### src/rtl/demux_stream_pkg.sv
// Shared types and constants for the packet-aware 1-to-N stream demultiplexer.
package demux_stream_pkg;

  typedef enum logic [1:0] {
    IDLE = 2'd0,
    PKT  = 2'd1,
    DROP = 2'd2
  } state_t;

  localparam int CNT_W = 16;

endpackage

### src/rtl/stream_reg_slice.sv
// Single-entry valid/ready holding register. It can take a new beat in the
// same cycle that it hands the held beat on, so it keeps full throughput.
module stream_reg_slice #(
  parameter int W = 8
) (
  input  logic         clk,
  input  logic         rst_n,
  input  logic         in_valid,
  output logic         in_ready,
  input  logic [W-1:0] in_data,
  output logic         out_valid,
  input  logic         out_ready,
  output logic [W-1:0] out_data
);

  logic         hv_r;
  logic [W-1:0] hdata_r;

  assign in_ready  = ~hv_r | out_ready;
  assign out_valid = hv_r;
  assign out_data  = hdata_r;

  // Load on an accepted beat; otherwise empty when the consumer takes the held beat
  always_ff @(posedge clk or negedge rst_n) begin
    if (!rst_n) begin
      hv_r    <= 1'b0;
      hdata_r <= '0;
    end else if (in_valid && in_ready) begin
      hv_r    <= 1'b1;
      hdata_r <= in_data;
    end else if (out_ready) begin
      hv_r    <= 1'b0;
    end else begin
      hv_r    <= hv_r;
    end
  end

endmodule

### src/rtl/demux_1_n_stream.sv
// Packet-aware 1-to-N stream demux: each packet's route is locked on its first beat.
// Optional per-output packet counters are enabled by DEMUX_1_N_STREAM_CNT_EN.
module demux_1_n_stream
  import demux_stream_pkg::*;
#(
  parameter int N_OUT  = 4,
  parameter int DATA_W = 8,
  parameter int SEL_W  = $clog2(N_OUT)
) (
  input  logic              clk,
  input  logic              rst_n,
  input  logic              in_valid,
  output logic              in_ready,
  input  logic [DATA_W-1:0] in_data,
  input  logic              in_last,
  input  logic [SEL_W-1:0]  in_sel,
  output logic [N_OUT-1:0]  out_valid,
  input  logic [N_OUT-1:0]  out_ready,
  output logic [DATA_W-1:0] out_data,
  output logic              out_last,
  output logic              drop_pulse
`ifdef DEMUX_1_N_STREAM_CNT_EN
  ,
  input  logic                   cnt_clr,
  output logic [N_OUT*CNT_W-1:0] pkt_cnt
`endif
);

  localparam int HOLD_W = DATA_W + 1 + SEL_W;
  localparam logic [SEL_W:0] N_OUT_LIM = (SEL_W + 1)'(N_OUT);

  state_t              state_r;
  logic [SEL_W-1:0]    route_r;
  logic                drop_pulse_r;

  logic                sel_legal_s;
  logic                load_en_s;
  logic [SEL_W-1:0]    load_sel_s;
  logic                accept_s;
  logic                slice_in_ready_s;
  logic                hold_valid_s;
  logic [HOLD_W-1:0]   hold_word_s;
  logic [DATA_W-1:0]   hdata_s;
  logic                hlast_s;
  logic [SEL_W-1:0]    hsel_s;
  logic                sel_ready_s;

  assign sel_legal_s = ({1'b0, in_sel} < N_OUT_LIM);
  assign accept_s    = in_valid & in_ready;
  assign {hdata_s, hlast_s, hsel_s} = hold_word_s;

  // Decide whether an incoming beat is stored and which route it carries
  always_comb begin
    load_en_s  = 1'b0;
    load_sel_s = route_r;
    case (state_r)
      IDLE: begin
        load_en_s  = sel_legal_s;
        load_sel_s = in_sel;
      end
      PKT: begin
        load_en_s  = 1'b1;
        load_sel_s = route_r;
      end
      DROP: begin
        load_en_s  = 1'b0;
        load_sel_s = route_r;
      end
      default: begin
        load_en_s  = 1'b0;
        load_sel_s = route_r;
      end
    endcase
  end

  // Decode the held route into per-output valid and pick that output's ready
  always_comb begin
    out_valid   = '0;
    sel_ready_s = 1'b0;
    for (int i = 0; i < N_OUT; i++) begin
      if (hsel_s == SEL_W'(i)) begin
        out_valid[i] = hold_valid_s;
        sel_ready_s  = out_ready[i];
      end else begin
        out_valid[i] = 1'b0;
      end
    end
  end

  // Discarded packets never wait on an output
  always_comb begin
    if (state_r == DROP) begin
      in_ready = 1'b1;
    end else begin
      in_ready = slice_in_ready_s;
    end
  end

  assign out_data   = hdata_s;
  assign out_last   = hlast_s;
  assign drop_pulse = drop_pulse_r;

  stream_reg_slice #(
    .W (HOLD_W)
  ) u_hold (
    .clk       (clk),
    .rst_n     (rst_n),
    .in_valid  (in_valid & load_en_s),
    .in_ready  (slice_in_ready_s),
    .in_data   ({in_data, in_last, load_sel_s}),
    .out_valid (hold_valid_s),
    .out_ready (sel_ready_s),
    .out_data  (hold_word_s)
  );

  // Packet FSM: lock the route on the first beat, release it on the last
  always_ff @(posedge clk or negedge rst_n) begin
    if (!rst_n) begin
      state_r      <= IDLE;
      route_r      <= '0;
      drop_pulse_r <= 1'b0;
    end else begin
      drop_pulse_r <= 1'b0;
      case (state_r)
        IDLE: begin
          if (accept_s) begin
            route_r <= in_sel;
            if (sel_legal_s) begin
              state_r <= in_last ? IDLE : PKT;
            end else begin
              drop_pulse_r <= 1'b1;
              state_r      <= in_last ? IDLE : DROP;
            end
          end
        end
        PKT, DROP: begin
          if (accept_s && in_last) begin
            state_r <= IDLE;
          end
        end
        default: begin
          state_r <= IDLE;
        end
      endcase
    end
  end

`ifdef DEMUX_1_N_STREAM_CNT_EN
  logic [CNT_W-1:0] cnt_r [N_OUT];

  // Count completed packets per output; a clear overrides a same-cycle count
  always_ff @(posedge clk or negedge rst_n) begin
    if (!rst_n) begin
      for (int i = 0; i < N_OUT; i++) cnt_r[i] <= '0;
    end else begin
      for (int i = 0; i < N_OUT; i++) begin
        if (cnt_clr) begin
          cnt_r[i] <= '0;
        end else if (out_valid[i] && out_ready[i] && hlast_s) begin
          cnt_r[i] <= cnt_r[i] + CNT_W'(1);
        end else begin
          cnt_r[i] <= cnt_r[i];
        end
      end
    end
  end

  // Flatten the counters onto the output bus
  always_comb begin
    pkt_cnt = '0;
    for (int i = 0; i < N_OUT; i++) begin
      pkt_cnt[i*CNT_W +: CNT_W] = cnt_r[i];
    end
  end
`endif

endmodule

### config.mk
export PLATFORM = sky130hd
export DESIGN_NAME = demux_1_n_stream
export DESIGN_NICKNAME = d
export VERILOG_FILES = /design/src/rtl/demux_stream_pkg.sv /design/src/rtl/stream_reg_slice.sv /design/src/rtl/demux_1_n_stream.sv
export SDC_FILE = /design/constraint.sdc
export NUM_CORES = 1
export LEC_CHECK = 0
export CORE_UTILIZATION = 50
export DETAILED_ROUTE_END_ITERATION = 8
export DONT_BUFFER_PORTS = 1
export SYNTH_ARGS = -nofsm -noshare
export SYNTH_HDL_FRONTEND = slang
export SYNTH_SLANG_ARGS = --single-unit
### constraint.sdc
create_clock -name clk -period 4.9 [get_ports clk]
set_input_delay 1.47 -clock clk [delete_from_list [all_inputs] [get_ports clk]]
set_output_delay 1.47 -clock clk [all_outputs]
set_load 0.02 [all_outputs]
==> reports/results.ini, run 1 <==
[status]
status=finished clean

[layout]
final_cells=66
ff_latch_area_um2=375.4
area_delta_synth_final_pct=-4.327
fill_cells=119
layout-drive-gt1-share=0.4510
final_nets=70
diodes=0
finish.instance_area_um2=747.0
multi_input_area_um2=319.1

[setup_path]
criticalPathCategory=in2out
required_ps=3430
crit_family=compound AO/OA/AOI/OAI gates
worstSetupStartpointType=primary input
cp_num_buf_inv=0
cp.depth=2
slowest_delay_ps=510
critPathLaunch=out_ready[3]
rr_startpoint=u_hold.out_data[0]$_DFFE_PN0P_
worstSetupEndpoint=in_ready
cp.arrival_ps=2070
cp_max_fo=3
rr_worst_depth=3
worstSetupEndpointType=output pin
crit_chain=mux2i_1 -> a22oi_1
r2r-end=u_hold.out_data[0]$_DFFE_PN0P_
worst-r2r-setup-slack_ps=3150
slowest_stage=a22oi_1

[sta]
maxSlewHeadroom=0.6186
fmax_mhz=282.3
hold-worst-slack_ps=516.3
tightest_slew_ps=572.1
hold_viol=0
min_period_over_period=0.7229
grt_setup_unrepaired=false
slew_violations=0
setup_viol=0
fin_skew_ps=3.785
fin_crit_ps=3542
setup_tns_ps=0

[yosys]
syn-num-nets=75
ys_ff_latch=15
yosysUniqueCellTypes=18
yosysTopAreaCellShare=0.4808
syn-cell-area_um2=780.7
synthTopCellsByArea=dfrtp_1, mux2_4, buf_4
avgSynthCellArea_um2=13.70
yosysWarnings=0
ys_seq_area_frac=0.4808
syn_inst=57
yosysTopAreaCell=dfrtp_1

[clock_network]
cts_resized=0
cts_hold_buf=0
postCtsSetupBuffers=0
clkSlewWorstSetupHoldPaths_ps=80
cts_max_level=1
clk_latency_ps=270
cts_buffers=3
cts.sinks=15
root_buffer=clkbuf_4
cts_buffer_depth=2
cts_tree=built

[power]
power_density_nw_per_um2=731.4
leakage_uw=0.0003599
vdd_drop_max_uv=341.4

[global_routing]
grt_pass1_wl_um=1932
antenna_found_initial=0
grt_max_degree=16
first_global_vias=402
grt_overflow=0
grt_usage=0.1506

[route]
routed_via_density=5.788
ant_nets=0
firstDrtPassIters=2
dr.first_iter.drc_count=2
drc_errors=0
drt-total-wl_um=1233
post_drt_wl_per_cell_um=18.68
dr_total_vias=382

[place]
gp_congestion=0.7718
numPlacedInstances=62
dp_hpwl_um=961.6
io_buffers=0
placed_area_um2=720.7

[hold_path]
min_path_type=reg2reg
worstHoldStart=route_r[0]$_DFFE_PN0P_

[floorplanning]
rows=13
coreArea_um2=1383
die_width_um=41.52
dieArea_um2=1724
start_util=0.5647
io_pins=33
die_h_um=41.52

[flow_run]
cap_violations=0

per-layer routing:
metal / up-vias / global-route usage / share of wire
met2: 22 / 0.2563 / 0.50
met1: 187 / 0.1751 / 0.41
met4: 0 / 0.05806 / 0
li1: 173 / - / -
met3: 0 / 0.04783 / 0.089
met5: - / 0 / 0
cells in the final DEF (no fill, tap or decap), types with 2 or more instances in the layout:
cell | netlist | final
mux2i_1 | 3 | 3
mux2_4 | 9 | 9
dfrtp_1 | 15 | 15
and2b_2 | 2 | 2
mux2_2 | 6 | 6
clkbuf_4 | 0 | 3
inv_1 | 2 | 2
synthesized netlist by cell type (all sizes together):
| cell type | instances |
|---|---|
| a22oi | 1 |
| mux2 | 15 |
| inv | 2 |
| and2 | 2 |
| nor2b | 1 |
| a221oi | 1 |
| buf | 10 |
| a221o | 1 |
| nand2b | 1 |
| and2b | 2 |
| conb | 1 |
| nand2 | 1 |
| and3 | 1 |
| dfrtp | 15 |
| mux2i | 3 |
worst min-delay path by stage:
| stage | endpoint | slack [ps] | cells past startpoint |
|---|---|---|---|
| final | route_r[0]$_DFFE_PN0P_ | 520 | 1 |
| after detailed placement | route_r[0]$_DFFE_PN0P_ | 500 | 1 |
| after floorplan | route_r[0]$_DFFE_PN0P_ | 470 | 1 |
| after CTS | route_r[0]$_DFFE_PN0P_ | 520 | 1 |
| after global placement | route_r[0]$_DFFE_PN0P_ | 480 | 1 |
| after global routing | route_r[0]$_DFFE_PN0P_ | 550 | 1 |
registers in the layout, summed over array words and instances, names as in the netlist:
register,flops
u_hold.out_data,11
route_r,2
state_r,1
u_hold.out_valid,1
final cells by class:
class | instances | share of cell area
Sequential cell | 15 | 0.5025
Tap cell | 15 | 0.02513
Multi-Input combinational cell | 30 | 0.4271
Inverter | 2 | 0.01005
Clock buffer | 4 | 0.03518
cells by family after synthesis:
group | count (synthesis) | share of synthesized area
compound gates | 3 | 0.03526
buf+inv | 12 | 0.1106
flops | 15 | 0.4808
mux | 18 | 0.2981
other cells | 1 | 0.004803
simple gates | 8 | 0.07053
power breakdown:
group | leakage [uW] | switching (uW) | internal [uW]
Sequential | 0.000175 | 96.4 | 184
Clock | 0.0000150 | 35.6 | 31.5
Combinational | 0.000170 | 84.2 | 114
Total | 0.000360 | 216 | 330
per-stage QoR:
step	total power (uW)	setup slack, ps	utilization
after detailed placement	483.0	1352	0.5213
after global routing	578.7	1344	0.5403
after CTS	552.3	1352	0.5403
after floorplan	500.0	1424	-
final	546.3	1358	0.5403
after global placement	468.6	1392	0.5213
Power figures use the tool's default switching activity.
==> run 2: changes to the inputs <==
--- a/config.mk
+++ b/config.mk
@@ -5,6 +5,7 @@
 export SDC_FILE = /design/constraint.sdc
 export NUM_CORES = 1
 export LEC_CHECK = 0
+export ABC_AREA = 1
 export CORE_UTILIZATION = 50
 export DETAILED_ROUTE_END_ITERATION = 8
 export DONT_BUFFER_PORTS = 1
==> constraint.sdc (replaced) <==
create_clock -name clk -period 3.3 [get_ports clk]
set_input_delay 0.99 -clock clk [delete_from_list [all_inputs] [get_ports clk]]
set_output_delay 0.99 -clock clk [all_outputs]
set_load 0.02 [all_outputs]
==> reports/results.ini, run 2 <==
[status]
status=finished clean

[yosys]
synthTopCellsByCount=nand2_1, dfrtp_1, nand3_1
yosysUniqueCellTypes=18
synth_ff_type=dfrtp_1
ys_ff_latch=15
synth_enable_flop_cells=0
yosysWarnings=0
syn-num-nets=114
synthTopCellsByArea=dfrtp_1, nand2_1, buf_4
syn-cell-area_um2=803.3
yosysTopAreaCell=dfrtp_1
synth.most_common_cell=nand2_1
ys_seq_area_frac=0.4673
avgSynthCellArea_um2=8.367
synthArstFlopShare=1.000
syn_inst=96
yosysTopAreaCellShare=0.4673

[sta]
tightest_slew_ps=625.8
maxSlewHeadroom=0.5796
fin_crit_ps=2431
grt_setup_unrepaired=false
min_period_over_period=0.7368
fin_skew_ps=6.178
setup_tns_ps=0
hold_viol=0
slew_violations=0
fmax_mhz=411.3
setup_viol=0

[floorplanning]
rows=14
die_h_um=42.08
die_width_um=42.08
io_pins=33
start_util=0.5332
coreArea_um2=1506
dieArea_um2=1771

[hold_path]
min_path_type=in2async

[setup_path]
cp_max_fo=2
cp.arrival_ps=1440
worstSetupEndpointType=output pin
worstSetupStartpointType=primary input
required_ps=2310
criticalPathCategory=in2out
worst-r2r-setup-slack_ps=1720

[place]
gp_congestion=0.7153
io_buffers=0
dp_hpwl_um=927.2
placed_area_um2=735.7

[layout]
largest_reg_flops=11
layout_commonest_cell=nand2_1
diodes=0
finish.instance_area_um2=763.2
layout-drive-gt1-share=0.1573
layout_common_cells=nand2_1, dfrtp_1, nand3_1
multi_input_area_um2=310.3
fill_cells=151
area_delta_synth_final_pct=-4.984
final_nets=108
ff_latch_area_um2=375.4

[clock_network]
clk_latency_ps=290
cts_buffers=3
cts_max_level=1
postCtsSetupBuffers=0
root_buffer=clkbuf_4
clkSlewWorstSetupHoldPaths_ps=100
cts_buffer_depth=2
cts_resized=0
cts_tree=built
cts_hold_buf=0
cts.sinks=15

[power]
power_uw=810.9
vdd_drop_max_uv=370.1
leakage_uw=0.0004123
power_density_nw_per_um2=1062

[route]
dr.first_iter.drc_count=3
routed_via_density=5.171
ant_nets=0
drc_errors=0
firstDrtPassIters=4
dr_total_vias=543
drt-total-wl_um=1329
post_drt_wl_per_cell_um=12.66

[global_routing]
antenna_found_initial=0
grt_pass1_wl_um=2263
grt_overflow=0
grt_usage=0.1689
grt_max_degree=16
first_global_vias=490

[flow_run]
cap_violations=0

run 2: changes by cell type after synthesis, moves of 3 or more:
cell	before	now
nand2_1	1	28
nand3_1	0	12
mux2_4	9	0
mux2_2	6	0
nand2_2	0	5
nor2_1	0	5
inv_1	2	5
nand4_1	0	3
run 2: cell type report:
class	instances	share of cell area
multi-input cells	63	0.4066
well taps	16	0.02623
clock buffers	3	0.02951
inverters	6	0.02951
flip-flops and latches	15	0.4918
clock inverters	1	0.006557
repair buffers	1	0.009836
run 2: stage by stage:
step | cells | utilization | setup slack, ps | hold slack (ps)
after CTS | 105 | 0.5066 | 859.2 | 375.2
after detailed placement | 101 | 0.4884 | 861.2 | 470.1
after global routing | 105 | 0.5066 | 820.3 | 366.4
after global placement | 101 | 0.4884 | 862.7 | 471.0
final | 105 | 0.5066 | 868.7 | 377.1
after floorplan | 96 | - | 832.4 | 441.6
run 2: cell families after synthesis:
family                 synth area share
muxes                           0.02492
other                          0.004668
AOI/OAI and AO/OA               0.01246
buffers and inverters            0.1464
DFF                              0.4673
and+or+nand+nor                  0.3443
run 2: final timing paths:
kind | from | endpoint | cells after the start
worst max-delay path | out_ready[2] | in_ready | 4
worst min-delay path | rst_n | u_hold.out_data[9]$_DFFE_PN0P_ | 0
worst max register to register | u_hold.out_data[0]$_DFFE_PN0P_ | state_r[0]$_DFFE_PN0P_ | 9
worst min register to register | route_r[1]$_DFFE_PN0P_ | route_r[1]$_DFFE_PN0P_ | 2
max in group asynchronous | rst_n | state_r[0]$_DFFE_PN0P_ | 0
min in group clk | route_r[1]$_DFFE_PN0P_ | route_r[1]$_DFFE_PN0P_ | 2
run 2: worst max-delay path, cell delays in order:
cell	delay, ps
nand3_1	80
nand2_1	80
nor2_1	40
nor2_2	250
run 2: report_power, final:
part	internal [uW]	switching [uW]	total (uW)
Combinational	97.2	192	290
Clock	45.1	63.5	109
Sequential	272	141	413
Total	414	397	811
run 2: routing by layer:
layer / track usage / up-vias / part of all wire
li1: - / 280 / -
met1: 0.1983 / 238 / 0.46
met2: 0.2688 / 23 / 0.44
met3: 0.07328 / 2 / 0.079
met4: 0.07500 / 0 / 0.013
met5: 0 / - / 0
==> run 3: changes to the inputs <==
--- a/config.mk
+++ b/config.mk
@@ -5,10 +5,11 @@
 export SDC_FILE = /design/constraint.sdc
 export NUM_CORES = 1
 export LEC_CHECK = 0
-export ABC_AREA = 1
+export ABC_AREA = 0
 export CORE_UTILIZATION = 50
 export DETAILED_ROUTE_END_ITERATION = 8
 export DONT_BUFFER_PORTS = 1
+export PLACE_DENSITY = 0.68
 export SYNTH_ARGS = -nofsm -noshare
 export SYNTH_HDL_FRONTEND = slang
 export SYNTH_SLANG_ARGS = --single-unit
==> constraint.sdc (replaced) <==
create_clock -name clk -period 2.15 [get_ports clk]
set_input_delay 0.645 -clock clk [delete_from_list [all_inputs] [get_ports clk]]
set_output_delay 0.645 -clock clk [all_outputs]
set_load 0.02 [all_outputs]
==> reports/results.ini, run 3 (synthesized netlist as in run 1, its figures left out) <==
[layout]
layout_common_cells=dfrtp_1, mux2_4, mux2_2
layout_commonest_cell=dfrtp_1
area_delta_synth_final_pct=-2.083
diodes=0
final_nets=71
finish.instance_area_um2=764.5
largest_reg_flops=11
layout-drive-gt1-share=0.5385

[setup_path]
worstSetupStartpointType=register
slowest_stage=dfrtp_2
worstSetupEndpointType=output pin
r2r-end=u_hold.out_data[10]$_DFFE_PN0P_
cp.arrival_ps=1350
rr_startpoint=u_hold.out_data[0]$_DFFE_PN0P_
required_ps=1500
crit_chain=mux2i_2 -> a22oi_1 -> buf_4
criticalPathCategory=reg2out
worst-r2r-setup-slack_ps=450
rr_worst_depth=3
slowest_delay_ps=450
cp_max_fo=7

[floorplanning]
io_pins=33
start_util=0.5647
die_width_um=41.52
die_h_um=41.52
dieArea_um2=1724
rows=13
coreArea_um2=1383

[sta]
fin_skew_ps=3.033
setup_viol=0
grt_setup_unrepaired=false
fin_ws_ps=151.1
setup_tns_ps=0
fin_crit_ps=1999
slew_violations=0
hold_viol=0
fmax_mhz=500.3
min_period_over_period=0.9297

[place]
gp_congestion=0.7015
dp_hpwl_um=936.7
io_buffers=0
placed_area_um2=728.2
pre_cts_ws_ps=277.8

[clock_network]
cts_buffers=3
postCtsSetupBuffers=0
cts_max_level=1
root_buffer=clkbuf_4
cts_buffer_depth=2
cts_tree=built
cts.sinks=15
clkSlewWorstSetupHoldPaths_ps=90
clk_latency_ps=290

[power]
vdd_drop_max_uv=777.0
leakage_uw=0.0003633
power_density_nw_per_um2=1677

[route]
routed_via_density=5.866
post_drt_wl_per_cell_um=18.46
drt-total-wl_um=1237
firstDrtPassIters=2
ant_nets=0
dr_total_vias=393
dr.first_iter.drc_count=5
drc_errors=0

[global_routing]
grt_overflow=0
grt_usage=0.1622
grt_max_degree=16
first_global_vias=436
grt_pass1_wl_um=2042
antenna_found_initial=0

[flow_run]
cap_violations=0

[status]
status=finished clean

[hold_path]
min_path_type=in2async

[run 3: layer usage]
layer,wire length (um),GRT usage
met1,457,0.1826
met3,102,0.05652
met5,0,0
met4,49,0.1355
met2,628,0.2438
[run 3: repair_timing]
item                                    4_1_cts  5_1_grt
endpoints found under the setup margin        0        1
hold buffers                                  0        0
resized for setup                             0        3
[run 3: cell type report]
type / count / area [um2]
inverter: 2 / 7.507
clock inverter: 1 / 5.005
clock buffer: 3 / 22.52
sequential: 15 / 376.6
tap: 15 / 18.77
timing repair buffer: 1 / 7.507
fill: 117 / 618.1
multi-input combinational: 30 / 326.6
[run 3: through the flow]
stage | utilization | hold WS, ps | std cells | total power (uW)
6_report | 0.5529 | 38.54 | 67 | 1282
5_1_grt | 0.5529 | 17.73 | 67 | 1354
4_1_cts | 0.5466 | 28.54 | 67 | 1283
3_5_place_dp | 0.5267 | 349.8 | 63 | 1115
3_3_place_gp | 0.5267 | 349.8 | 63 | 1084
2_1_floorplan | - | 349.4 | 57 | 1139
[run 3: worst max-delay path: cells and delay by family, from the launching register on]
kind,cells,cell delay (ps)
mux,1,300
buf+inv,1,180
flops,1,450
compound gates,1,130
[run 3: worst max-delay path by stage]
stage,cells after the start,startpoint,end,slack (ps)
2_1_floorplan,2,out_ready[3],in_ready,320
3_3_place_gp,3,out_ready[3],in_ready,370
3_5_place_dp,3,out_ready[3],u_hold.out_data[0]$_DFFE_PN0P_,280
4_1_cts,3,u_hold.out_data[0]$_DFFE_PN0P_,in_ready,80
5_1_grt,3,u_hold.out_data[0]$_DFFE_PN0P_,in_ready,60
6_report,3,u_hold.out_data[0]$_DFFE_PN0P_,in_ready,150
[run 3: power breakdown]
group,switching (uW),internal [uW],leakage (uW)
sequential,218,422,0.000174
clock,93.1,69.2,0.0000177
combinational,197,282,0.000172
total,509,773,0.000363
